==> src/rtl/rro_exp2_recon.sv <==
// Output-side range reconstruction for the exp2 SFU path: buffers range-reduced words,
// pairs each in order with its 2^frac polynomial result and emits an IEEE754 single.
module rro_exp2_recon #(
    parameter int DEPTH = 4
) (
    input  logic                         clk,
    input  logic                         rst,
    input  logic                         rro_valid,
    output logic                         rro_ready,
    input  logic [31:0]                  rro_data,
    input  logic                         poly_valid,
    output logic                         poly_ready,
    input  logic [23:0]                  poly_data,
    output logic                         out_valid,
    input  logic                         out_ready,
    output logic [31:0]                  out_data,
    output logic [2:0]                   out_flags,
    output logic [$clog2(DEPTH+1)-1:0]   fifo_level
);

    localparam int PTR_W = $clog2(DEPTH);
    localparam int LVL_W = $clog2(DEPTH+1);

    localparam logic [2:0] FLAG_NONE = 3'b000;
    localparam logic [2:0] FLAG_FTZ  = 3'b001;
    localparam logic [2:0] FLAG_INF  = 3'b010;
    localparam logic [2:0] FLAG_NAN  = 3'b100;

    typedef enum logic [7:0] {
        CODE_ONE  = 8'h00,
        CODE_INF  = 8'h0F,
        CODE_ZERO = 8'hF0,
        CODE_NAN  = 8'hFF
    } special_code_e;

    logic [31:0]             mem [DEPTH];
    logic [PTR_W-1:0]        wr_ptr;
    logic [PTR_W-1:0]        rd_ptr;
    logic [LVL_W-1:0]        count;
    logic                    full;
    logic                    empty;
    logic                    push;
    logic                    pop;
    logic [31:0]             head;
    logic signed [9:0]       exp_biased;
    logic [31:0]             res_data;
    logic [2:0]              res_flags;
    logic                    unused_bits;

    assign full       = (count == LVL_W'(DEPTH));
    assign empty      = (count == '0);
    assign rro_ready  = !full;
    assign poly_ready = !empty && (!out_valid || out_ready);
    assign push       = rro_valid && rro_ready;
    assign pop        = poly_valid && poly_ready;
    assign head       = mem[rd_ptr];
    assign fifo_level = count;

    // Fraction of the reduced word is consumed by the polynomial, not here; bit 22 of a
    // NaN code is forced to 1 (quiet) and poly_data[23] is the implied leading one.
    assign unused_bits = ^{head[22], poly_data[23]};

    // NOTE: storage carries no reset; the pointers and count alone define which entries are live.
    always_ff @(posedge clk) begin
        if (push) begin
            mem[wr_ptr] <= rro_data;
        end
    end

    // NOTE: sequential state uses non-blocking assignments so every flop samples pre-edge values.
    always_ff @(posedge clk) begin
        if (rst) begin
            wr_ptr <= '0;
            rd_ptr <= '0;
            count  <= '0;
        end else begin
            if (push) begin
                wr_ptr <= wr_ptr + PTR_W'(1);
            end
            if (pop) begin
                rd_ptr <= rd_ptr + PTR_W'(1);
            end
            case ({push, pop})
                2'b10:   count <= count + LVL_W'(1);
                2'b01:   count <= count - LVL_W'(1);
                default: count <= count;
            endcase
        end
    end

    // Unbiased integer part sign-extended to 10 bits so i=-128 cannot wrap into a valid exponent.
    assign exp_biased = $signed({{2{head[30]}}, head[30:23]}) + 10'sd127;

    // NOTE: every combinational output gets a default first so no path can infer a latch.
    always_comb begin
        res_data  = 32'h0000_0000;
        res_flags = FLAG_NONE;
        if (!head[31]) begin
            if (exp_biased >= 10'sd1) begin
                res_data = {1'b0, exp_biased[7:0], poly_data[22:0]};
            end else begin
                res_flags = FLAG_FTZ;
            end
        end else begin
            case (head[30:23])
                CODE_INF: begin
                    res_data  = 32'h7F80_0000;
                    res_flags = FLAG_INF;
                end
                CODE_ZERO: begin
                    res_data  = 32'h0000_0000;
                    res_flags = FLAG_FTZ;
                end
                CODE_ONE: begin
                    res_data  = 32'h3F80_0000;
                    res_flags = FLAG_NONE;
                end
                CODE_NAN: begin
                    res_data  = {9'h0FF, 1'b1, head[21:0]};
                    res_flags = FLAG_NAN;
                end
                default: begin
                    res_data  = 32'h7FC0_0000;
                    res_flags = FLAG_NAN;
                end
            endcase
        end
    end

    always_ff @(posedge clk) begin
        if (rst) begin
            out_valid <= 1'b0;
            out_data  <= '0;
            out_flags <= '0;
        end else if (pop) begin
            out_valid <= 1'b1;
            out_data  <= res_data;
            out_flags <= res_flags;
        end else if (out_ready) begin
            out_valid <= 1'b0;
        end
    end

endmodule
==> config.mk <==
export PLATFORM = sky130hd
export DESIGN_NAME = rro_exp2_recon
export DESIGN_NICKNAME = d
export VERILOG_FILES = /design/src/rtl/rro_exp2_recon.sv
export SDC_FILE = /design/constraint.sdc
export NUM_CORES = 1
export LEC_CHECK = 0
export ABC_AREA = 1
export CAP_MARGIN = 20
export CORE_UTILIZATION = 35
export DETAILED_ROUTE_END_ITERATION = 10
export GPL_ROUTABILITY_DRIVEN = 0
export SLEW_MARGIN = 20
export SYNTH_ARGS = -nofsm -noshare
export SYNTH_HDL_FRONTEND = slang
export SYNTH_SLANG_ARGS = --single-unit
==> constraint.sdc <==
create_clock -name clk -period 2.3 [get_ports clk]
set_input_delay 0.23 -clock clk [delete_from_list [all_inputs] [get_ports clk]]
set_output_delay 0.23 -clock clk [all_outputs]
set_load 0.02 [all_outputs]
==> metrics, run 1 <==
CP max FO 15; critical path startpoint category flop; drt pass-1 iters 6; Core Region 19700 sq um; worst path arrival time roughly 2500 ps; most used cell along the critical path buf_4; Row Count between 50 and 60; Root Driver clkbuf_16; Slew Viols, Final 0; CP required 2600 ps; most frequent cell after synthesis edfxtp_1; sequential share of the synthesized area 64.4%; reg-to-reg endpoint out_data[28]$_SDFFE_PP0P_; Buffers & Inverters on Critical Path 7; CTS Buf Count 17; largest net degree at the start of global routing 55; ys flop type edfxtp_1; TritonCTS clock tree built; filler cell count 1783; DP HPWL 9770 um; Worst-Margin Slew around 560 ps; P per Cell Area between 1000 and 1500 nW/um^2; Adder-Cell Fraction of Synth Area 1.86%; GRT Overall Usage 15.5%; fmax between 0.4 and 0.5 GHz; CP Class flop to flop; maximum VDD drop 0.474 mV; clk buf depth 2; min-delay worst type input pin to flop; clock transition at the registers of the reported paths 60 ps; cell taking the most area after synthesis edfxtp_1; hold endpoint out_data[14]$_SDFFE_PP0P_; layout cells sized above 1 20.1%; RSZ-0062 raised after global routing true; Vias 5010; library cells used by synthesis 38; largest family of logic cells by synthesized area simple AND/OR/NAND/NOR gates; Die ar. 21000 sq um; Clk Latency, worst-skew pair approximately 430 ps; # Max-Cap Violations 0; synthesized-area fraction occupied by and/or/nand/nor cells 14.6%; Synth Area per Inst around 11 sq um; FF-to-FF path depth 15; final setup margin around 70 ps; post-DR wirelength/cell between 15 and 20 um; final number of setup-violating endpoints 0; Yosys Warn Count 0; post-place setup slack -9.21 ps; clock sink count 168; status complete, no violations; Syn Inst Count 661; Net Count, Synth approximately 730; mux contribution to synthesized area 0%; hold depth 3; top post-synthesis cells by area edfxtp_1 (52%), dfxtp_1 (12%), nand2_1 (6.1%); Hold WS approximately 370 ps; Synth Area in Compound Gates 13.1%; Synth top area share 52.1%; #FFs+latches synth 168; drt drc 0; critical path's top delay family buffers and inverters; Setup crit end kind flop; vias per cell 4.71; hold_buf cts 0; Async SR Flop Fraction 0%; P&R area growth vs syn 31.6%; Hold Startpoint poly_data[14]; Reg2Reg Setup Slack 70 ps; port buffer count 98; crit share post-route about 97%; CTS HTree Levels 4; crit-path cells buf_6, buf_4, buf_4, inv_8, nor2_2, o22ai_2, buf_4, nand4_1, nand2_1, inv_2, nand2_1, nand2_8, clkbuf_16, nand2_2, a21oi_1; clk_skew 12.0 ps; Die Ht 145 um; Max-slew headroom 62.6%; 1st-iter DRT viols 267; Post-Syn Area 7150 sq um; Crit path largest cell delay 390 ps; first-pass GRT wire length between 20000 and 25000 um; Final ANT Viol Nets 0; Commonest cells post-synth edfxtp_1 (124), nand2_1 (117), o21ai_0 (82); Initial Util 36.2%; crit path time final ~2200 ps; Total Power 10.6 mW; IO Count 102; Static Leakage 3.48 nW; EDFF count, synth 124; Die X 145 um; final net count 856; xor-xnor portion of the synthesized cell area less than 1%; DRT Wirelength 16200 um; Critical-path top delay cell dfxtp_4; initial antenna violation count 0; grt ovf 0; number of global-route vias before repair around 4600; Fin. Hold Viols 0
worst min-delay path: stages:
cell,delay [ps]
clkdlybuf4s50_1,410
nand2_2,70
a21oi_2,40
registers in the layout, indices dropped and copies added (netlist names), named ones only:
register and count:
mem 124, out_data 31, fifo_level 3, out_flags 3
rd_ptr 2, wr_ptr 2, out_valid 1
worst max path at each step:
stage	slack, ps	cells past startpoint	to
after floorplan	-440	4	mem[0][0]$_DFFE_PP_
after global placement	10	14	out_data[21]$_SDFFE_PP0P_
after detailed placement	-9	17	out_data[21]$_SDFFE_PP0P_
after CTS	20	17	out_data[21]$_SDFFE_PP0P_
after global routing	-60	17	out_data[21]$_SDFFE_PP0P_
final	70	15	out_data[28]$_SDFFE_PP0P_
stage by stage:
stage	TNS, ps	util [%]	area [sq um]	instances
final	0	47.7	9410	1064
after global routing	-1130	47.7	9400	1063
after CTS	0	46.3	9140	1047
after detailed placement	-15.6	43.4	8550	1015
after global placement	0	43.4	8550	1015
after floorplan	-54730	-	7150	661
kinds of logic after synthesis:
family,Yosys count
and+or+nand+nor,240
adders and majority gates,10
xor gates and xnor gates,1
DFF,168
AOI/OAI and AO/OA,156
buffers and inverters,85
other,1
cells in the final DEF (no fill, tap or decap), types with 7 or more instances in the layout:
master / Yosys / final
nand3_1: 18 / 15
buf_4: 3 / 23
dfxtp_1: 44 / 43
a21oi_1: 20 / 19
buf_12: 0 / 7
clkdlybuf4s50_1: 0 / 98
edfxtp_1: 124 / 124
nor2_1: 65 / 61
clkbuf_16: 0 / 19
nand2_2: 29 / 35
ha_1: 9 / 7
a21oi_2: 22 / 23
inv_2: 7 / 8
nand2_1: 117 / 109
inv_1: 44 / 43
o22ai_1: 22 / 22
o21ai_0: 82 / 82
final cells by class:
class	count	area, sq um	area share, %
Antenna cell	1	2.50	0.0266
Clock buffer	18	429	4.56
Clock inverter	14	150	1.60
Inverter	52	208	2.21
Multi-Input combinational cell	408	2240	23.8
Sequential cell	168	4610	49.0
Tap cell	265	332	3.52
Timing Repair Buffer	137	1430	15.2
Timing Repair inverter	1	11.3	0.120
metal layers:
metal / up-vias / wire length (um) / global-route usage, % / part of all wire (%)
met5: - / 0 / 0 / 0
met4: 0 / 254 / 6.26 / 1.6
met3: 14 / 791 / 3.39 / 4.9
met2: 112 / 7810 / 25.8 / 48
met1: 2372 / 7340 / 19.5 / 45
li1: 2512 / - / - / -
what timing repair did:
| action | in CTS | in global routing |
|---|---|---|
| endpoints found under the setup margin | 5 | 30 |
| gates resized for setup | 2 | 28 |
| cloned | 0 | 4 |
| pin swaps | 0 | 16 |
| setup buffers | 0 | 12 |
report_power, final:
part           total (mW)  switching [mW]  internal [mW]
sequential           3.90           0.186           3.72
combinational        3.95            2.34           1.61
clock                2.77            1.17           1.60
Power figures use the tool's default switching activity.
==> run 2, diff against run 1 <==
--- a/config.mk
+++ b/config.mk
@@ -10,6 +10,7 @@
 export CORE_UTILIZATION = 35
 export DETAILED_ROUTE_END_ITERATION = 10
 export GPL_ROUTABILITY_DRIVEN = 0
+export GPL_TIMING_DRIVEN = 0
 export SLEW_MARGIN = 20
 export SYNTH_ARGS = -nofsm -noshare
 export SYNTH_HDL_FRONTEND = slang
==> run 2 against run 1 <==
Effect of this change:
- worst hold slack lost 12 ps
- sequential power hardly changed
- total power rose by 1.6%
- wire length up 4.2%
- setup slack worse by 36 ps
- clock power barely moved
- non-clock buffer count up 13
- critical endpoint is now out_data[27]$_SDFFE_PP0P_
- largest cell class unchanged
- largest power group unchanged
==> metrics, run 2 (same netlist as run 1, synthesis figures left out) <==
clk_skew roughly 12 ps; Worst-Margin Slew 631 ps; largest net degree at the start of global routing 23; fmax roughly 0.44 GHz; drt drc 0; number of global-route vias before repair 4750; crit share post-route 98.5%; DP HPWL 11200 um; hold_buf cts 0; min-delay worst type input pin to flop; # Max-Cap Violations 0; post-DR wirelength/cell 15.7 um; clock transition at the registers of the reported paths 70 ps; initial antenna violation count 2; Setup crit end kind flop; setup_tns 0 ps; maximum VDD drop between 0.5 and 0.6 mV; status complete, no violations; Root Driver clkbuf_16; CP required 2620 ps; final number of setup-violating endpoints 0; final net count 868; TritonCTS clock tree built; Antenna diodes 0; Vias 5057; Die X 145 um; P&R area growth vs syn 32.9%; first-pass GRT wire length 26000 um; Max-slew headroom a little under 60%; commonest non-fill, non-tap cells in the layout edfxtp_1 (124), nand2_1 (102), clkdlybuf4s50_1 (98); hold depth 3; RSZ-0062 raised after global routing true; GRT Overall Usage between 10% and 20%; Top reg by flops mem; Row Count 51; P per Cell Area 1140 nW/um^2; FF-to-FF path depth 19; most common cell after layout, fill and taps aside edfxtp_1; CTS HTree Levels 4; Initial Util a little over a third; drt pass-1 iters 4; grt ovf 0; crit path time final 2270 ps; max reg flops 124; Post-DP Area 8590 sq um; port buffer count 98; CTS Buf Count 17; worst path arrival time 2580 ps; layout cells sized above 1 21.2%; clk buf depth 2; Static Leakage 3.51 nW; Final ANT Viol Nets 0; 1st-iter DRT viols 270; Die ar. between 20000 and 25000 sq um; Fin. Hold Viols 0; DRT Wirelength 16900 um; Final Cell Area 9500 sq um; largest registers mem: 124 flops, out_data: 31 flops; vias per cell 4.70; Core Region between 15000 and 20000 sq um; Clk Latency, worst-skew pair 440 ps; CP Class flop to flop; IO Count 102; CP max FO 7; critical path startpoint category flop; clock sink count around 170; Slew Viols, Final 0; Die Ht between 100 and 150 um
-- run 2: what timing repair did --
item                                    CTS  global route
endpoints found under the setup margin   31            31
pin swaps                                 1            14
buffers inserted                          2            12
gates cloned                              0             1
resized for setup                         6            51
-- run 2: report_power, final --
group | switching, mW | internal [mW] | total (mW)
clock | 1.23 | 1.54 | 2.77
combinational | 2.47 | 1.67 | 4.14
sequential | 0.175 | 3.72 | 3.89
total | 3.87 | 6.93 | 10.8
-- run 2: layer usage --
metal  wire length [um]  GRT usage [%]  part of all wire (%)
met5                 13              0                 0.077
met2               8010           27.1                    47
met3                941           3.49                   5.6
met1               7710           22.4                    46
met4                201           7.04                   1.2
-- run 2: worst max-delay path: stages (launching register included) --
cell       delay [ps]
dfxtp_2           320
buf_6             130
inv_8              70
buf_8             120
nand2_2            50
nand3_2            80
nand2_4            90
ha_4              280
inv_2              30
nor2_1             90
nand2_1            60
nor2_1             80
nand3_1            70
nor2_1            120
nand2_1            80
nand2_2            90
nand2_4           100
clkbuf_16         180
nand2_2            60
a21oi_2            40
-- run 2: path summary, 6_finish.rpt --
kind                                                 from                         to  slack, ps
worst max register to register                       flop  out_data[27]$_SDFFE_PP0P_         30
worst max-delay path                                 flop  out_data[27]$_SDFFE_PP0P_         30
worst min-delay path                         poly_data[5]   out_data[5]$_SDFFE_PP0P_        360
worst min register to register  out_flags[0]$_SDFFE_PP0P_  out_flags[0]$_SDFFE_PP0P_        470
-- run 2: per-stage QoR --
| stage | utilization (%) | hold slack, ps | setup slack [ps] | total power [mW] | std cells |
|---|---|---|---|---|---|
| final | 48.2 | 356 | 33.8 | 10.8 | 1075 |
| after global routing | 48.2 | 351 | -126 | 11.4 | 1075 |
| after CTS | 46.7 | 348 | 1.99 | 10.4 | 1062 |
| after detailed placement | 43.6 | 459 | -537 | 7.60 | 1028 |
| after global placement | 42.9 | 454 | -1650 | 7.52 | 1024 |
| after floorplan | - | 299 | -440 | 6.25 | 661 |
-- run 2: area by class of cell --
cell class / count / area, sq um
Sequential cell: 168 / 4610
Tap cell: 265 / 332
Inverter: 52 / 210
Fill cell: 1790 / 10200
Buffer: 33 / 249
Timing Repair Buffer: 117 / 1210
Clock buffer: 18 / 439
Multi-Input combinational cell: 408 / 2310
Clock inverter: 14 / 140
